$ cat config.mk
export PLATFORM = sky130hd
export DESIGN_NAME = mms_stream_reducer_flat
export DESIGN_NICKNAME = d
export VERILOG_FILES = /design/src/rtl/mms_stream_reducer_if.sv /design/src/rtl/mms_stream_reducer.sv /design/src/flat_wrapper.sv
export SDC_FILE = /design/constraint.sdc
export NUM_CORES = 1
export LEC_CHECK = 0
export CORE_MARGIN = 2
export CORE_UTILIZATION = 50
export DETAILED_ROUTE_END_ITERATION = 6
export PLACE_DENSITY_LB_ADDON = 0.05
export SETUP_SLACK_MARGIN = 0.4
export SYNTH_ARGS = -nofsm -noshare
export SYNTH_HDL_FRONTEND = slang
export SYNTH_SLANG_ARGS = --single-unit
$ cat constraint.sdc
create_clock -name clk -period 2.1 [get_ports clk]
set_input_delay 0.315 -clock clk [delete_from_list [all_inputs] [get_ports clk]]
set_output_delay 0.315 -clock clk [all_outputs]
set_load 0.1 [all_outputs]
$ cat src/rtl/mms_stream_reducer_if.sv
// Stream interface for mms_stream_reducer.
// Input stream:  select / in_valid / in_ready / in_data.
// Output stream: out_valid / out_ready / result (+ out_index when MMS_INDEX_EN is defined).
// Handshake: a transfer happens on a rising clk edge where valid && ready are both high.
//   A producer keeps valid and its data stable until that edge.
//   ready never depends combinationally on valid.
// The slave modport is the reducer's view; the master modport is the surrounding logic's view.
interface mms_stream_reducer_if #(
   parameter int WIDTH = 8,
   parameter int GROUP = 4
);
   logic             select;
   logic             in_valid;
   logic             in_ready;
   logic [WIDTH-1:0] in_data;
   logic             out_valid;
   logic             out_ready;
   logic [WIDTH-1:0] result;
`ifdef MMS_INDEX_EN
   localparam int IW = $clog2(GROUP);
   logic [IW-1:0]    out_index;

   modport slave  (input  select, in_valid, in_data, out_ready,
                   output in_ready, out_valid, result, out_index);
   modport master (output select, in_valid, in_data, out_ready,
                   input  in_ready, out_valid, result, out_index);
`else
   modport slave  (input  select, in_valid, in_data, out_ready,
                   output in_ready, out_valid, result);
   modport master (output select, in_valid, in_data, out_ready,
                   input  in_ready, out_valid, result);
`endif
endinterface

$ cat src/rtl/mms_stream_reducer.sv
// mms_stream_reducer: folds GROUP accepted beats into one unsigned min (select=1)
// or max (select=0) result and presents it on a valid/ready output stream.
// Optional feature macro: MMS_INDEX_EN adds out_index, the winner's position in the group.
// Tie handling: min keeps the earliest equal value, max takes the latest.
// state_dbg exposes the FSM state: 0 = ACCUM, 1 = HOLD.
module mms_stream_reducer #(
   parameter int WIDTH = 8,
   parameter int GROUP = 4
) (
   input  logic                  clk,
   input  logic                  reset,
   mms_stream_reducer_if.slave   bus,
   output logic                  state_dbg
);
   localparam int CW = $clog2(GROUP);
   localparam logic [CW-1:0] LAST = CW'(GROUP - 1);

   typedef enum logic {
      ACCUM = 1'b0,
      HOLD  = 1'b1
   } state_t;

   state_t           state;
   logic [CW-1:0]    count;
   logic [WIDTH-1:0] acc;
   logic             mode;
   logic             take;
`ifdef MMS_INDEX_EN
   logic [CW-1:0]    idx;
`endif

   // Incoming beat replaces the running winner (strict < for min, >= for max).
   always_comb begin
      take = 1'b0;
      if (mode) take = (bus.in_data < acc);
      else      take = (bus.in_data >= acc);
   end

   assign bus.in_ready = (state == ACCUM);
   assign state_dbg    = logic'(state);

   // Group accumulation FSM; result and out_valid are registered here.
   always_ff @(posedge clk or posedge reset) begin
      if (reset) begin
         state         <= ACCUM;
         count         <= '0;
         acc           <= '0;
         mode          <= 1'b0;
         bus.out_valid <= 1'b0;
         bus.result    <= '0;
`ifdef MMS_INDEX_EN
         idx           <= '0;
         bus.out_index <= '0;
`endif
      end else begin
         case (state)
            ACCUM: begin
               if (bus.in_valid) begin
                  if (count == '0) begin
                     // First beat seeds the winner and latches the mode for the group.
                     acc   <= bus.in_data;
                     mode  <= bus.select;
                     count <= CW'(1);
`ifdef MMS_INDEX_EN
                     idx   <= '0;
`endif
                  end else if (count == LAST) begin
                     // Final beat goes straight to the output register.
                     bus.result    <= take ? bus.in_data : acc;
                     bus.out_valid <= 1'b1;
                     count         <= '0;
                     state         <= HOLD;
`ifdef MMS_INDEX_EN
                     bus.out_index <= take ? count : idx;
`endif
                  end else begin
                     if (take) begin
                        acc <= bus.in_data;
`ifdef MMS_INDEX_EN
                        idx <= count;
`endif
                     end
                     count <= count + CW'(1);
                  end
               end
            end
            HOLD: begin
               if (bus.out_ready) begin
                  bus.out_valid <= 1'b0;
                  state         <= ACCUM;
               end
            end
            default: state <= ACCUM;
         endcase
      end
   end
endmodule

$ cat src/flat_wrapper.sv
// flat-port wrapper written by rule: the top's interface ports become plain ports
module mms_stream_reducer_flat 
#(
   parameter int WIDTH = 8,
   parameter int GROUP = 4
)
  (clk, reset, state_dbg, bus_select, bus_in_valid, bus_in_data, bus_out_ready, bus_in_ready, bus_out_valid, bus_result);
  mms_stream_reducer_if #(.WIDTH(WIDTH), .GROUP(GROUP)) bus_i ();
  input  logic clk;
  input  logic reset;
  output logic state_dbg;
  input wire logic [$bits(bus_i.select)-1:0] bus_select;
  input wire logic [$bits(bus_i.in_valid)-1:0] bus_in_valid;
  input wire logic [$bits(bus_i.in_data)-1:0] bus_in_data;
  input wire logic [$bits(bus_i.out_ready)-1:0] bus_out_ready;
  output wire logic [$bits(bus_i.in_ready)-1:0] bus_in_ready;
  output wire logic [$bits(bus_i.out_valid)-1:0] bus_out_valid;
  output wire logic [$bits(bus_i.result)-1:0] bus_result;
  assign bus_i.select = bus_select;
  assign bus_i.in_valid = bus_in_valid;
  assign bus_i.in_data = bus_in_data;
  assign bus_i.out_ready = bus_out_ready;
  assign bus_in_ready = bus_i.in_ready;
  assign bus_out_valid = bus_i.out_valid;
  assign bus_result = bus_i.result;
  mms_stream_reducer #(.WIDTH(WIDTH), .GROUP(GROUP)) u_core (.clk(clk), .reset(reset), .bus(bus_i), .state_dbg(state_dbg));
endmodule
* Yosys cells after proc, flatten, opt, wreduce, memory -nomap -nowiden *
Cells that the tools add are included.
Widths: inputs -> output; s select.

word-level totals
  logic and storage cells = 39
  flip-flop bits (word level) = 21
  output and inout port bits = 11
  input bits = 13

cells by class
  reductions and logical operators = 6
  bitwise gates (word level) = 2
  equal/unequal tests = 6
  order comparisons = 2
  multiplexer cells = 16
  add/subtract/negate cells = 1

operators with widths
  kind                 number
  $mux 8               3
  $mux 1               9
  $ge 8x8->1           1
  $lt 8x8->1           1
  $reduce_and 4->1     2
  $ne 2x2->1 const B   3
  $reduce_and 3->1     2
  $mux 2               2
  $ne 2x1->1 const B   2
  $pmux 1 s2           2
  $add 2x1->2 const B  1
  $eq 2x2->1 const B   1
  $logic_not 2->1      1
  $not 1->1            2
  $reduce_and 2->1     1

* Depth between registers and ports, before layout *
Gate-level depths: netlist of run 1.

  depth in word-level cells = 5
  gate-level depth with buffers = 9
  mapped depth without buffers = 8

* Least setup slack after synthesis of run 1 *
Ideal clock, no wire load.

  path type = register -> register
  start = register u_core.state, in the netlist u_core.state_dbg
  end = register u_core.bus.result[0]
  library setup time = 0.087 ns
  data required time = 2.013 ns
  period minus slack after synthesis = 2.000 ns
  setup slack = 0.100 ns
  data arrival time = 1.914 ns
  buffers on the path = 3
  stages on the path, launching flop included = 8
  cell sequence = dfrtp_1 -> nor2b_1 -> clkbuf_2 -> and3b_1 -> clkbuf_1 -> buf_2 -> nand2b_1 -> o211ai_1

between the ends
  word-level cells in the longest chain between the ends = 2

RTL lines
  element                            line                         source
  start: declaration                 mms_stream_reducer.sv:23     state_t state;
  start signal: assignment           mms_stream_reducer.sv:45     state <= ACCUM;
  start signal: assignment           mms_stream_reducer.sv:72     state <= HOLD;
  start signal: assignment           mms_stream_reducer.sv:90     state <= ACCUM;
  $not 1->1 (no source line)         -
  $reduce_and 4->1 (no source line)  -
  end signal: assignment             mms_stream_reducer.sv:69     bus.result <= take ? bus.in_data : acc;
  end: declaration                   mms_stream_reducer_if.sv:29  output in_ready, out_valid, result);

Every way passes these cells.
A chain may end at the register's enable or synchronous reset.

* Worst setup path after layout of run 1 *
  start = input bus_in_data[6]
  end = register u_core.bus.result[4]

between the ends
  word-level cells in the longest chain between the ends = 3
  elaborated cells on any way between the ends = 4
  those cells by class = 2 x order compare; 2 x mux

RTL lines
  element                                   line                                                source
  start: declaration                        flat_wrapper.sv:14                                  input wire logic [$bits(bus_i.in_data)-1:0] bus_in_data;
  $ge 8x8->1 or $lt 8x8->1 (tied branches)  mms_stream_reducer.sv:36, mms_stream_reducer.sv:35
  $mux 1 *                                  mms_stream_reducer.sv:35                            if (mode) take = (bus.in_data < acc);
  $mux 8 *                                  -

Every way passes the cells marked *; elsewhere a longest branch is shown, timed or not.

==> impl_metrics.py, run 1 <==
metrics = {
    "finish": {
        "fin_nets": 188,
        "n_antenna_cell": 0,
        "synthToLayoutAreaGrowth_pct": 42.6,
        "final_util_pct": 73.7,
        "final_common_cell": "buf_4",
        "drive_gt1_share_pct": 43.6,
        "fin_area_mm2": 0.00179,
        "mostFrequentLayoutCells": "buf_4 (25), dfrtp_1 (20), nand2_1 (13)",
    },
    "die": {
        "io_pins": 24,
        "rows": 18,
        "core_mm2": 0.00243,
        "die_h_um": 54.2,
        "chipWidth_um": 54.2,
        "die_area_mm2": 0.00293,
        "initial_core_util_pct": 51.7,
    },
    "synth": {
        "synth_edf_count": 0,
        "ys.flop_type": "dfrtp_1",
        "ys.warnings.count": 0,
        "synthCells": 123,
        "yosysSeqAreaShare_pct": 41.8,
        "async_flop_share_pct": 100,
        "avgSynthCellArea_um2": 10.2,
        "yosys_register_bits": 21,
        "syn-num-nets": 147,
        "netlist_area_mm2": 0.00126,
        "yosysUniqueCellTypes": 31,
    },
    "drt": {
        "drtAntennaViolNets": 0,
        "wire_per_inst_um": 15.1,
        "dr.pass1.iters": 4,
        "viasPerCell": 5.48,
        "num_vias": 1058,
        "drc": 0,
        "drt_iter0_markers": 7,
        "drt_wl_total_um": 2920,
    },
    "sta": {
        "slew_headroom_pct": 79.9,
        "slew_violations": 0,
        "timing.fmax_mhz": 491,
        "worstMarginPinSlew_ps": 301,
        "whs_ps": 317,
        "fin_crit_sh_pct": 97.0,
        "skew_ps": 6.81,
        "finalHoldViolations": 0,
        "rsz0062_at_grt": "yes",
        "layout_min_cycle_time_ps": 2040,
        "setup_viol": 0,
    },
    "cts": {
        "ctsHtreeMaxLevel": 1,
        "cts_buffers": 3,
        "path_clk_slew_ps": 130,
        "clkLatencyLatePin_ps": 310,
        "hold_buffers": 0,
        "cts_root_buf": "clkbuf_4",
        "cts_tree": "done",
        "clock-sinks": 21,
        "cts_buffer_depth": 2,
    },
    "critical_path": {
        "setup.worst_path.end_class": "flop",
        "rr_worst_depth": 8,
        "timing.rr.end": "u_core.acc[4]$_DFFE_PP0P_",
        "r2r_slack_ps": 80,
        "path_max_fanout": 8,
        "critical_path_required_ps": 2330,
        "crit_start": "bus_in_data[6]",
        "crit_end": "u_core.bus.result[4]$_DFFE_PP0P_",
        "crit_arrival_ps": 2260,
        "r2r-start": "u_core.acc[3]$_DFFE_PP0P_",
        "start_kind": "input pin",
        "crit_type": "in2reg",
    },
    "grt": {
        "grt_max_degree": 22,
        "first_global_vias": 986,
        "grt.total_usage_pct": 19.5,
        "antenna_found_initial": 0,
        "grt_pass1_wl_um": 4120,
        "grt-ovfl-total": 0,
    },
    "place": {
        "post_dp_cell_area_mm2": 0.00161,
        "hpwlAfterDp_um": 1900,
        "portBuffers": 23,
        "place_congestion": 0.731,
    },
    "worst_hold_path": {
        "hold_path.class": "in2async",
    },
    "run_status": {
        "outcome": "finished clean",
    },
    "job": {
        "maxCapViolCount": 0,
    },
}
[area by class of cell]
cell class	count	area [µm²]
multi-input combinational	85	781
sequential	21	527
clock inverter	1	5.00
tap	30	37.5
timing repair buffer	41	375
fill	173	639
clock buffer	3	22.5
inverter	12	45.0
[metal layers]
layer,wire length [µm],track usage (%),vias to the layer above
met5,0,0,-
met4,67,9.17,0
met3,115,2.78,8
met2,1470,35.5,32
met1,1260,22.1,508
li1,-,-,510
[Yosys cell counts, drive strengths merged, types with 3 or more instances]
master	n	area (µm²)
a211oi	3	35.0
buf	3	23.8
dfrtp	21	526
ha	11	138
inv	12	45.0
mux2	9	109
nand2	14	52.6
nand2b	8	50.1
nand3	8	40.0
nor2b	3	18.8
o211ai	9	67.6
o21ai	6	33.8
[worst min-delay path by stage]
| stage | end | slack (ps) | cells past startpoint |
|---|---|---|---|
| after detailed placement | u_core.bus.out_valid$_DFFE_PP0P_ | 470 | 1 |
| final | u_core.bus.result[1]$_DFFE_PP0P_ | 320 | 3 |
| after global placement | u_core.bus.out_valid$_DFFE_PP0P_ | 470 | 1 |
| after CTS | u_core.count[1]$_DFFE_PP0P_ | 330 | 3 |
| after floorplan | u_core.acc[0]$_DFFE_PP0P_ | 290 | 1 |
| after global routing | u_core.acc[0]$_DFFE_PP0P_ | 370 | 3 |
[state kept, by name, indices dropped and copies added (netlist names)]
signal / count
u_core.acc: 8
u_core.bus.out_valid: 1
u_core.bus.result: 8
u_core.count: 2
u_core.mode: 1
u_core.state_dbg: 1
[per-stage QoR]
stage                     cells  worst slack (ps)  setup TNS [ps]
after floorplan             123               216               0
final                       193              63.5               0
after global routing        193             -42.3            -158
after global placement      184              -335           -4390
after CTS                   189              15.9               0
after detailed placement    184              -364           -5190
[cells by family after synthesis]
kind of cell | after synthesis | synth area share, %
adder cells (fa/ha/maj) | 11 | 10.9
AND/OR/NAND/NOR | 42 | 18.4
AO/OA/AOI/OAI | 23 | 14.0
flip-flops | 21 | 41.8
buffers and inverters | 17 | 6.17
multiplexers | 9 | 8.66
[worst max-delay path: stages]
cell             delay, ps
clkdlybuf4s50_1        540
ha_4                   230
o21ai_1                210
nor2_2                 110
nor3_2                 270
a211oi_4               100
buf_6                  140
clkbuf_16              150
o211ai_1               200
[repair_timing]
item                       4_1_cts  5_1_grt
setup endpoints to repair       16       16
setup buffers                    1        3
hold endpoints to repair         0        0
gates resized for setup          3       23
gates cloned                     0        1
pin swaps                        6       25
Power of run 1 is not shown: default switching activity piles up to over one toggle a cycle in this logic, so the estimate is an artifact.
==> run 2: changes to the inputs <==
CAP_MARGIN = 25   (was unset)
CORE_MARGIN = unset   (was 2)
SLEW_MARGIN = 20   (was unset)
==> run 2 against run 1 <==
Effect of this change: setup slack got worse by 120 ps; count of clock-buffer cells in the layout increased by 1; first-iteration DRC count is 29% lower; clock skew barely moved; utilization rose by 2.0 points; design area decreased by 2.9%; die area decreased by 7.3%; critical path depth up 1; critical path type is now reg2reg; maximum frequency down 5.7%; global-route usage up 3.4 points; sequential cell count did not move; wire length down 0.17%; the flow now finishes with violations (setup timing).
==> impl_metrics.py, run 2 (synthesis gave the netlist of run 1 again) <==
metrics = {
    "cts": {
        "clkLatencyLatePin_ps": 310,
        "cts_buffers": 3,
        "path_clk_slew_ps": 120,
        "ctsHtreeMaxLevel": 1,
        "hold_buffers": 0,
        "cts_buffer_depth": 2,
        "cts_tree": "done",
        "clock-sinks": 21,
        "cts_root_buf": "clkbuf_4",
    },
    "finish": {
        "synthToLayoutAreaGrowth_pct": 38.4,
        "fin_area_mm2": 0.00174,
        "n_antenna_cell": 0,
        "final_common_cell": "buf_4",
        "mostFrequentLayoutCells": "buf_4 (22), dfrtp_1 (20), nand2_1 (13)",
        "fin_nets": 183,
        "stdcell_count": 186,
        "top_regs": "u_core.acc x8, u_core.bus.result x8, u_core.count x2",
        "drive_gt1_share_pct": 38.0,
    },
    "place": {
        "place_inst": 179,
        "portBuffers": 23,
        "place_congestion": 0.742,
        "post_dp_cell_area_mm2": 0.00157,
        "hpwlAfterDp_um": 1970,
        "preCtsSetupSlack_ps": -407,
    },
    "die": {
        "chipWidth_um": 52.2,
        "io_pins": 24,
        "die_h_um": 52.2,
        "initial_core_util_pct": 54.7,
        "die_area_mm2": 0.00272,
        "rows": 17,
        "core_mm2": 0.00230,
    },
    "run_status": {
        "violations": "setup timing",
        "outcome": "complete, but fails checks",
    },
    "sta": {
        "setup_viol": 9,
        "slew_headroom_pct": 78.0,
        "finalSetupTns_ps": -235,
        "skew_ps": 6.59,
        "finalWorstSetupSlack_ps": -60.6,
        "fin_crit_sh_pct": 103,
        "slew_violations": 0,
        "rsz0062_at_grt": "yes",
        "finalHoldViolations": 0,
        "layout_min_cycle_time_ps": 2160,
        "timing.fmax_mhz": 463,
        "worstMarginPinSlew_ps": 328,
    },
    "critical_path": {
        "cp_num_cells": 10,
        "crit_top_cell": "o211ai_1",
        "crit_type": "reg2reg",
        "rr_worst_depth": 10,
        "path_buf_inv": 3,
        "start_kind": "flop",
        "r2r_slack_ps": -60,
        "critical_path_required_ps": 2310,
        "crit_end": "u_core.bus.result[3]$_DFFE_PP0P_",
        "crit_family": "compound AO/OA/AOI/OAI gates",
        "setup.worst_path.end_class": "flop",
        "crit_path_cell_trace": "inv_2, ha_4, nor2b_4, o211ai_1, buf_4, a21bo_4, a211oi_4, buf_6, nand3_2, o211ai_1",
        "crit_path_top_delay_cell": "dfrtp_1",
        "path_max_fanout": 8,
        "timing.rr.end": "u_core.bus.result[3]$_DFFE_PP0P_",
        "crit_arrival_ps": 2370,
        "crit_start": "u_core.acc[1]$_DFFE_PP0P_",
        "r2r-start": "u_core.acc[1]$_DFFE_PP0P_",
        "cpPeakStageDelay_ps": 380,
    },
    "grt": {
        "grt.total_usage_pct": 22.9,
        "antenna_found_initial": 0,
        "first_global_vias": 1072,
        "grt_pass1_wl_um": 4510,
        "grt-ovfl-total": 0,
        "grt_max_degree": 16,
    },
    "drt": {
        "num_vias": 1044,
        "drc": 0,
        "viasPerCell": 5.61,
        "drtAntennaViolNets": 0,
        "drt_iter0_markers": 5,
        "drt_wl_total_um": 2910,
        "dr.pass1.iters": 4,
        "wire_per_inst_um": 15.7,
    },
    "worst_hold_path": {
        "hold_path.class": "in2async",
    },
    "job": {
        "maxCapViolCount": 0,
    },
}
[run 2: cell count changes in the layout (fill, tap and decap cells not counted), sizes merged]
| cell | before | now |
|---|---|---|
| clkdlybuf4s50 | 9 | 8 |
| buf | 28 | 24 |
| clkinv | 1 | 0 |
| dlymetal6s2s | 1 | 0 |
| dlygate4sd2 | 2 | 4 |
[run 2: how the worst min path moves through the flow]
stage / startpoint / slack, ps / to / depth (start not counted)
2_1_floorplan: reset / 290 / u_core.acc[0]$_DFFE_PP0P_ / 1
3_3_place_gp: u_core.bus.out_valid$_DFFE_PP0P_ / 460 / u_core.bus.out_valid$_DFFE_PP0P_ / 1
3_5_place_dp: u_core.bus.out_valid$_DFFE_PP0P_ / 470 / u_core.bus.out_valid$_DFFE_PP0P_ / 1
4_1_cts: reset / 230 / u_core.count[0]$_DFFE_PP0P_ / 2
5_1_grt: reset / 260 / u_core.count[0]$_DFFE_PP0P_ / 2
6_report: reset / 220 / u_core.count[0]$_DFFE_PP0P_ / 2
[run 2: final cells by class]
cell class	count	area, µm²
clock buffer	4	26.3
fill	163	557
inverter	12	45.0
multi-input combinational	85	805
sequential	21	527
tap	28	35.0
timing repair buffer	36	303
[run 2: repair_timing]
action,CTS,global route
pin swaps,9,14
setup buffers,3,0
gates cloned,0,0
endpoints found under the setup margin,16,16
gates resized for setup,10,18
[run 2: metal layers]
metal | vias to the layer above | track usage [%] | share of wire, %
met4 | 0 | 4.39 | 1.8
li1 | 501 | - | -
met3 | 6 | 6.73 | 3.4
met2 | 25 | 42.3 | 54
met1 | 512 | 26.0 | 40
met5 | - | 0 | 0
[run 2: metrics by stage]
stage               hold slack (ps)  util [%]
detailed placement              472      68.2
finish                          219      75.8
floorplan                       291         -
global placement                459      68.2
CTS                             234      71.8
global route                    256      75.8
[run 2: worst reg2reg max path: stages, from the launching register on]
cell,delay (ps)
dfrtp_1,380
inv_2,50
ha_4,260
nor2b_4,120
o211ai_1,150
buf_4,180
a21bo_4,230
a211oi_4,280
buf_6,190
nand3_2,90
o211ai_1,140
Power of run 2 is left out for the same reason.
==> RTL edit: new RTL, settings of run 2 <==
`GROUP` is set to 4 in 3 places; all go to 8.
--- a/src/rtl/mms_stream_reducer_if.sv
+++ b/src/rtl/mms_stream_reducer_if.sv
@@ -7,7 +7,7 @@
 // The slave modport is the reducer's view; the master modport is the surrounding logic's view.
 interface mms_stream_reducer_if #(
    parameter int WIDTH = 8,
-   parameter int GROUP = 4
+   parameter int GROUP = 8
 );
    logic             select;
    logic             in_valid;
--- a/src/rtl/mms_stream_reducer.sv
+++ b/src/rtl/mms_stream_reducer.sv
@@ -5,7 +5,7 @@
 // state_dbg exposes the FSM state: 0 = ACCUM, 1 = HOLD.
 module mms_stream_reducer #(
    parameter int WIDTH = 8,
-   parameter int GROUP = 4
+   parameter int GROUP = 8
 ) (
    input  logic                  clk,
    input  logic                  reset,
--- a/src/flat_wrapper.sv
+++ b/src/flat_wrapper.sv
@@ -2,7 +2,7 @@
 module mms_stream_reducer_flat 
 #(
    parameter int WIDTH = 8,
-   parameter int GROUP = 4
+   parameter int GROUP = 8
 )
   (clk, reset, state_dbg, bus_select, bus_in_valid, bus_in_data, bus_out_ready, bus_in_ready, bus_out_valid, bus_result);
   mms_stream_reducer_if #(.WIDTH(WIDTH), .GROUP(GROUP)) bus_i ();
Behaviour: not the same (Yosys sat finds a counterexample within 10 cycles, from zero or initial values and one cycle with reset high).
==> RTL edit against run 2 <==
  * Sequential cell count is 1 higher
  * Wire length is 58% higher
  * Cell count is 26% higher
  * Non-clock buffer count is 15 higher
  * Final area is 26% higher
  * Setup slack better by 0.21 ns
  * Area after synthesis is 17% higher
Power is not shown: default switching activity piles up to over one toggle a cycle in this logic, so the estimate is an artifact.
==> RTL edit: results <==
export IMPL_slowest_delay_ns=0.42
export IMPL_htree_levels=1
export IMPL_globalRouteMet1Util_pct=39.6
export IMPL_cp_arrival_ns=2.16
export IMPL_synth_cells=159
export IMPL_synthDistinctLibCells=36
export IMPL_grt_pass1_vias=1417
export IMPL_synth_common_cells="22 x dfrtp_1, 17 x nand4_1, 13 x inv_1"
export IMPL_place_inst=217
export IMPL_rr_endpoint="u_core.bus.result[1]$_DFFE_PP0P_"
export IMPL_wl_per_cell_um=19.7
export IMPL_regToRegSetupSlack_ns=0.15
export IMPL_drt_iter0_drc=72
export IMPL_grt_pass1_wl_mm=7.11
export IMPL_use_met2_pct=48.0
export IMPL_syn_nets=183
export IMPL_cts_clk_slew_worst_paths_ns=0.13
export IMPL_via_per_inst=6.47
export IMPL_clock_skew_final_ns=0.00223
export IMPL_drive_gt1_share_pct=43.3
export IMPL_relSlewSlack_pct=69.4
export IMPL_reg2regPathDepth=7
export IMPL_place_congestion=0.989
export IMPL_outcome="finished clean"
export IMPL_r2r_start="u_core.acc[7]$_DFFE_PP0P_"
export IMPL_final_cells=234
export IMPL_grtUsageTotal_pct=29.7
export IMPL_synth_top_cells_by_area="dfrtp_1 38%, ha_1 9.4%, nand4_1 7.2%"
export IMPL_crit_fanout=8
export IMPL_setup_viol=0
export IMPL_hpwl_mm=2.62
export IMPL_fillerInstances=159
export IMPL_synth_seq_area_share_pct=37.5
export IMPL_use_met3_pct=5.35
export IMPL_grt_max_degree=23
## RTL edit: cell types whose count changed after synthesis, moves of 5 or more
cell and delta:
a31oi_1 +8, clkbuf_1 +5, mux2_2 -6, nand2b_1 -7, nand3_1 -8, nand4_1 +15, nor2_1 +9, nor3b_1 +7
o211ai_1 -9, o311ai_1 +5, o31ai_1 +8
## RTL edit: cell type report
type	count	area (um2)	area share, %
Timing Repair Buffer	51	428	19.5
Tap cell	31	38.8	1.77
Sequential cell	22	554	25.2
Inverter	13	52.6	2.39
Clock buffer	4	26.3	1.20
Multi-Input combinational cell	113	1100	49.9
## RTL edit: kinds of logic after synthesis
| kind of cell | share of synthesized area [%] |
|---|---|
| AO/OA/AOI/OAI | 22.5 |
| adder cells (fa/ha/maj) | 9.38 |
| flip-flops | 37.5 |
| buffers and inverters | 6.82 |
| AND/OR/NAND/NOR | 23.0 |
| multiplexers | 0.767 |
## RTL edit: metrics by stage
| stage | setup slack [ns] | hold WS, ns | cell area, um2 |
|---|---|---|---|
| finish | 0.149 | 0.321 | 2200 |
| global route | 0.107 | 0.355 | 2200 |
| CTS | 0.215 | 0.331 | 2080 |
| detailed placement | -0.324 | 0.476 | 1800 |
| global placement | -0.250 | 0.462 | 1800 |
| floorplan | 0.0386 | 0.304 | 1500 |
## RTL edit: repair_timing
| item | in CTS | in global routing |
|---|---|---|
| buffers inserted | 9 | 4 |
| pin swaps | 26 | 9 |
| setup endpoints to repair | 16 | 18 |
| resized for setup | 41 | 10 |
## RTL edit: per-layer routing
layer  vias to the layer above  share of wire, %
met5                         -                 0
met4                         0               2.4
met3                        13               8.2
met2                        80                47
met1                       728                42
li1                        694                 -
## RTL edit: tightest hold or removal path: stages
cell and delay (ns):
clkdlybuf4s50_1 0.40, inv_1 0.05, buf_4 0.28
